<file path="src/rtl/kianv_bus_bridge.sv">
// Memory-side bridge for the kianV core: routes valid/ready requests to SRAM or req/ack MMIO.
// Optional MMIO timeout is compiled in with `define KIANV_BUS_TIMEOUT_EN.
module kianv_bus_bridge #(
    parameter logic [31:0] RAM_BASE       = 32'h0000_0000,
    parameter int          RAM_AW         = 10,
    parameter logic [31:0] MMIO_BASE      = 32'h1000_0000,
    parameter logic [31:0] MMIO_MASK      = 32'hF000_0000,
    parameter int          TIMEOUT_CYCLES = 255
) (
    input  logic              clk,
    input  logic              resetn,
    input  logic              mem_valid,
    output logic              mem_ready,
    input  logic [3:0]        mem_wstrb,
    input  logic [31:0]       mem_addr,
    input  logic [31:0]       mem_wdata,
    output logic [31:0]       mem_rdata,
    output logic              ram_ce,
    output logic [3:0]        ram_we,
    output logic [RAM_AW-1:0] ram_addr,
    output logic [31:0]       ram_wdata,
    input  logic [31:0]       ram_rdata,
    output logic              io_req,
    output logic [3:0]        io_wstrb,
    output logic [31:0]       io_addr,
    output logic [31:0]       io_wdata,
    input  logic              io_ack,
    input  logic [31:0]       io_rdata,
    output logic              bus_err
);

    typedef enum logic [1:0] {
        IDLE    = 2'd0,
        RAM_RD  = 2'd1,
        IO_WAIT = 2'd2,
        DONE    = 2'd3
    } state_t;

    localparam logic [31:0] RAM_MASK = ~((32'd1 << (RAM_AW + 2)) - 32'd1);

    if (TIMEOUT_CYCLES < 1) begin : g_bad_timeout
        $error("TIMEOUT_CYCLES must be at least 1");
    end

    state_t      state_reg, state_next;
    logic [31:0] resp_reg, resp_next;
    logic        err_reg, err_next;
    logic        ready_reg, bus_err_reg;
    logic        io_req_reg, io_req_next;
    logic [3:0]  io_wstrb_reg, io_wstrb_next;
    logic [31:0] io_addr_reg, io_addr_next;
    logic [31:0] io_wdata_reg, io_wdata_next;

    logic ram_hit, io_hit;

`ifdef KIANV_BUS_TIMEOUT_EN
    localparam int CNT_W = ($clog2(TIMEOUT_CYCLES + 1) > 8) ? $clog2(TIMEOUT_CYCLES + 1) : 8;
    localparam logic [CNT_W-1:0] CNT_LAST = CNT_W'(TIMEOUT_CYCLES - 1);
    logic [CNT_W-1:0] cnt_reg, cnt_next;
`endif

    assign ram_hit = (mem_addr & RAM_MASK) == RAM_BASE;
    assign io_hit  = (mem_addr & MMIO_MASK) == MMIO_BASE;

    always_comb begin
        state_next    = state_reg;
        resp_next     = resp_reg;
        err_next      = err_reg;
        io_req_next   = io_req_reg;
        io_wstrb_next = io_wstrb_reg;
        io_addr_next  = io_addr_reg;
        io_wdata_next = io_wdata_reg;
        ram_ce        = 1'b0;
        ram_we        = 4'b0000;
        ram_addr      = mem_addr[RAM_AW+1:2];
        ram_wdata     = mem_wdata;
`ifdef KIANV_BUS_TIMEOUT_EN
        cnt_next      = cnt_reg;
`endif
        case (state_reg)
            IDLE: begin
                if (mem_valid) begin
                    err_next = 1'b0;
                    // RAM wins when a request also falls in the MMIO window.
                    if (ram_hit) begin
                        ram_ce     = 1'b1;
                        ram_we     = mem_wstrb;
                        state_next = (|mem_wstrb) ? DONE : RAM_RD;
                    end else if (io_hit) begin
                        io_req_next   = 1'b1;
                        io_wstrb_next = mem_wstrb;
                        io_addr_next  = mem_addr;
                        io_wdata_next = mem_wdata;
                        state_next    = IO_WAIT;
`ifdef KIANV_BUS_TIMEOUT_EN
                        cnt_next      = '0;
`endif
                    end else begin
                        resp_next  = 32'h0000_0000;
                        err_next   = 1'b1;
                        state_next = DONE;
                    end
                end
            end
            RAM_RD: begin
                resp_next  = ram_rdata;
                state_next = DONE;
            end
            IO_WAIT: begin
                if (io_ack) begin
                    io_req_next = 1'b0;
                    resp_next   = io_rdata;
                    state_next  = DONE;
                end
`ifdef KIANV_BUS_TIMEOUT_EN
                // This cycle is the last permitted wait; an ack in it still wins above.
                else if (cnt_reg == CNT_LAST) begin
                    io_req_next = 1'b0;
                    resp_next   = 32'hFFFF_FFFF;
                    err_next    = 1'b1;
                    state_next  = DONE;
                end else begin
                    cnt_next = cnt_reg + 1'b1;
                end
`endif
            end
            DONE: begin
                state_next = IDLE;
            end
            default: begin
                state_next = IDLE;
            end
        endcase
    end

    always_ff @(posedge clk or negedge resetn) begin
        if (!resetn) begin
            state_reg    <= IDLE;
            resp_reg     <= 32'h0000_0000;
            err_reg      <= 1'b0;
            ready_reg    <= 1'b0;
            bus_err_reg  <= 1'b0;
            io_req_reg   <= 1'b0;
            io_wstrb_reg <= 4'b0000;
            io_addr_reg  <= 32'h0000_0000;
            io_wdata_reg <= 32'h0000_0000;
`ifdef KIANV_BUS_TIMEOUT_EN
            cnt_reg      <= '0;
`endif
        end else begin
            state_reg    <= state_next;
            resp_reg     <= resp_next;
            err_reg      <= err_next;
            ready_reg    <= (state_next == DONE);
            bus_err_reg  <= (state_next == DONE) && err_next;
            io_req_reg   <= io_req_next;
            io_wstrb_reg <= io_wstrb_next;
            io_addr_reg  <= io_addr_next;
            io_wdata_reg <= io_wdata_next;
`ifdef KIANV_BUS_TIMEOUT_EN
            cnt_reg      <= cnt_next;
`endif
        end
    end

    assign mem_ready = ready_reg;
    assign bus_err   = bus_err_reg;
    assign mem_rdata = resp_reg;
    assign io_req    = io_req_reg;
    assign io_wstrb  = io_wstrb_reg;
    assign io_addr   = io_addr_reg;
    assign io_wdata  = io_wdata_reg;

endmodule

</file>
<file path="config.mk">
export PLATFORM = sky130hd
export DESIGN_NAME = kianv_bus_bridge
export DESIGN_NICKNAME = d
export VERILOG_FILES = /design/src/rtl/kianv_bus_bridge.sv
export SDC_FILE = /design/constraint.sdc
export NUM_CORES = 1
export LEC_CHECK = 0
export BUFFER_PORTS_ARGS = -buffer_cell sky130_fd_sc_hd__buf_2
export CORE_MARGIN = 1.5
export CORE_UTILIZATION = 35
export DETAILED_ROUTE_END_ITERATION = 6
export PLACE_DENSITY = 0.68
export SYNTH_ARGS = -nofsm -noshare
export SYNTH_HDL_FRONTEND = slang
export SYNTH_SLANG_ARGS = --single-unit
export TNS_END_PERCENT = 20
</file>
<file path="constraint.sdc">
create_clock -name clk -period 2 [get_ports clk]
set_input_delay 0.3 -clock clk [delete_from_list [all_inputs] [get_ports clk]]
set_output_delay 0.3 -clock clk [all_outputs]
set_load 0.1 [all_outputs]
</file>
==> impl_metrics.env <==
export IMPL_synth_top_family_by_area="multiplexers"
export IMPL_synth_cell_type_count=35
export IMPL_detail_route_wirelength_um=12400
export IMPL_drt_iter0_drc=141
export IMPL_synth_area_leaders="dfrtp_1, mux2_2, mux2_4"
export IMPL_fin_ws_ns=0.0520
export IMPL_skew_ns=0.00582
export IMPL_fmax_ghz=0.513
export IMPL_synthToLayoutAreaGrowth_pct=38.8
export IMPL_syn_area_mm2=0.00512
export IMPL_gr_total_overflow=0
export IMPL_drc=0
export IMPL_antenna_found_initial=0
export IMPL_synth_top_area_share_pct=51.8
export IMPL_met2_length_um=6500
export IMPL_slowest_stage="dfrtp_1"
export IMPL_min_path_type="input port to flip-flop"
export IMPL_worst_ep_required_time_ns=2.23
export IMPL_relSlewSlack_pct=66.3
export IMPL_pre_cts_ws_ns=-0.104
export IMPL_arrival_ns=2.18
export IMPL_cts_root_buf="clkbuf_16"
export IMPL_timing_rr_start="state_reg[1]$_DFF_PN0_"
export IMPL_syn_avg_cell_area_um2=13.2
export IMPL_worstPathMaxFanout=13
export IMPL_fill_cells=1303
export IMPL_cts_tree="done"
export IMPL_detail_route_antenna_nets=0
export IMPL_dp_cells=810
export IMPL_dieArea_mm2=0.0154
export IMPL_clk_latency_ns=0.35
export IMPL_min_period_ns=1.95
export IMPL_nNetsFinal=784
export IMPL_row_count=44
export IMPL_clkTransAtPathRegs_ns=0.06
export IMPL_setup_viol=0
export IMPL_synthMuxAreaShare_pct=23.5
export IMPL_crit_top_cell="mux2_4"
export IMPL_vias=3918
export IMPL_io_buffer_count=285
export IMPL_synth_xor_area_share_pct=0
export IMPL_cp_start_kind="flip-flop"
export IMPL_critPathTopFamily="multiplexers"
export IMPL_cp_end_kind="flip-flop"
export IMPL_hold_violations=0
export IMPL_synth_compound_area_share_pct=6.63
export IMPL_outcome="finished, final reports clean"
export IMPL_critical_path_cell_chain="inv_2 -> ha_4 -> buf_4 -> mux2_4 -> o221ai_2 -> o21ba_4 -> buf_16 -> mux2_4"
export IMPL_vias_per_cell=4.71
export IMPL_io_pin_count=286
export IMPL_worstHoldStart="mem_addr[0]"
export IMPL_grt_pass1_vias=3674
export IMPL_gp_congestion=0.745
export IMPL_place_hpwl_um=9390
export IMPL_ys_warn_count=0
export IMPL_fin_crit_sh_pct=97.4
export IMPL_wl_met1_um=4810
export IMPL_synthCells=389
export IMPL_rsz0062_at_grt="yes"
export IMPL_wl_per_cell_um=15.0
export IMPL_ys_ff_latch=106
export IMPL_worst_slew_pin_slew_ns=0.508
export IMPL_crit_path_max_incr_delay_ns=0.37
export IMPL_crit_buf_inv=3
export IMPL_cts_buffer_depth=2
export IMPL_dieHeight_um=124
export IMPL_grt_usage_pct=15.6
export IMPL_wl_met3_um=899
export IMPL_yosysTopAreaCell="dfrtp_1"
export IMPL_cts_sinks=106
export IMPL_die_x_um=124
export IMPL_setup_worst_path_class="flip-flop to flip-flop"
export IMPL_diodes=0
export IMPL_highest_layer="met4"
export IMPL_cts_buffers=9
export IMPL_core_area_mm2=0.0144
export IMPL_design_area_mm2=0.00710
export IMPL_drtPass1Iterations=4
export IMPL_synth_nets=529
export IMPL_grt_pass1_wl_um=18300
export IMPL_max_cap_violations=0
export IMPL_grt_start_max_net_pins=46
export IMPL_synth_adder_area_share_pct=0.978
export IMPL_stdcell_count=832
export IMPL_place_area_mm2=0.00665
export IMPL_initial_core_util_pct=35.5
export IMPL_drive_gt1_share_pct=66.7
export IMPL_yosysSeqAreaShare_pct=51.8
export IMPL_synth_simple_gate_area_share_pct=8.07
export IMPL_htreeDepth=3
export IMPL_crit_start="state_reg[1]$_DFF_PN0_"
export IMPL_timing_final_max_slew_violations=0
metal layers:
layer | vias up | track usage, %
li1 | 1831 | -
met1 | 1899 | 17.8
met2 | 170 | 27.7
met3 | 18 | 4.85
met4 | 0 | 5.33
met5 | - | 0
cell type report:
type	instances	area [um^2]	share of cell area, %
Sequential cell	106	2650	37.3
Multi-Input combinational cell	215	2120	29.8
Timing Repair Buffer	309	1780	25.1
Tap cell	184	230	3.24
Clock buffer	10	229	3.22
Clock inverter	5	80.1	1.13
Inverter	3	11.3	0.159
path summary, 6_finish.rpt:
path	slack, ns	to	cells past startpoint
min in group asynchronous	0.43	mem_rdata[29]$_DFFE_PN0P_	2
worst max register to register	0.05	mem_rdata[27]$_DFFE_PN0P_	8
worst min register to register	0.47	io_addr[28]$_DFFE_PN0P_	1
worst min-delay path	0.19	io_addr[0]$_DFFE_PN0P_	2
max in group asynchronous	0.82	io_addr[1]$_DFFE_PN0P_	3
worst max-delay path	0.05	mem_rdata[27]$_DFFE_PN0P_	8
metrics by stage:
| step | setup TNS, ns | hold slack [ns] | util, % |
|---|---|---|---|
| final | 0 | 0.191 | 49.2 |
| after global routing | -0.522 | 0.175 | 49.2 |
| after CTS | -0.0349 | 0.173 | 48.8 |
| after detailed placement | -4.44 | 0.259 | 46.1 |
| after global placement | -2.96 | 0.259 | 46.1 |
| after floorplan | -1.74 | 0.00441 | - |
worst reg2reg max path, stage by stage (launching register included):
cell      delay (ns)
dfrtp_1         0.37
inv_2           0.06
ha_4            0.17
buf_4           0.15
mux2_4          0.19
o221ai_2        0.08
o21ba_4         0.33
buf_16          0.19
mux2_4          0.31
layout by cell type (no fill, tap or decap), types with 2 or more instances in the layout:
| master | netlist | layout |
|---|---|---|
| buf_12 | 0 | 9 |
| nor3_1 | 6 | 5 |
| mux2_2 | 64 | 61 |
| nor4_4 | 0 | 3 |
| nand2b_1 | 2 | 2 |
| o21ai_0 | 2 | 2 |
| ha_1 | 4 | 3 |
| buf_2 | 6 | 278 |
| buf_4 | 44 | 17 |
| inv_2 | 0 | 2 |
| nor2_1 | 4 | 4 |
| mux2_1 | 3 | 3 |
| clkinvlp_4 | 0 | 2 |
| buf_6 | 4 | 2 |
| mux2_4 | 30 | 33 |
| a21oi_1 | 3 | 3 |
| a22oi_1 | 32 | 32 |
| and2_4 | 0 | 4 |
| nand2_1 | 3 | 2 |
| nor2b_1 | 37 | 37 |
| dfrtp_1 | 106 | 106 |
| clkbuf_16 | 0 | 10 |
| bufinv_16 | 0 | 2 |
| and2_1 | 7 | 3 |
logic make-up after synthesis:
group / count (synthesis)
buffers and inverters: 68
AOI/OAI and AO/OA: 45
muxes: 97
adders and majority gates: 4
and+or+nand+nor: 69
DFF: 106
synthesized netlist by cell type:
library cell	instances
a21oi_1	3
a22o_1	1
a22oi_1	32
a2bb2oi_1	1
and2_1	7
buf_2	6
buf_4	44
buf_6	4
clkbuf_1	11
dfrtp_1	106
ha_1	4
inv_1	3
mux2_1	3
mux2_2	64
mux2_4	30
nand2_1	3
nand2b_1	2
nand3_1	1
nand4_1	1
nand4b_1	1
nor2_1	4
nor2_2	1
nor2b_1	37
nor3_1	6
nor3b_1	1
nor4_1	3
o211ai_1	1
o21a_1	1
o21ai_0	2
o21ba_1	1
o221ai_2	1
o2bb2ai_1	1
o31ai_1	1
or2_2	1
or4b_1	1
what timing repair did:
action | CTS | global route
endpoints found under the setup margin | 5 | 37
hold endpoints to repair | 28 | 0
gates cloned | 1 | 1
buffers inserted | 3 | 1
pin swaps | 5 | 4
gates resized for setup | 5 | 8
hold buffers | 1 | 0
Power is not shown: default switching activity piles up to over one toggle a cycle in this logic, so the estimate is an artifact.
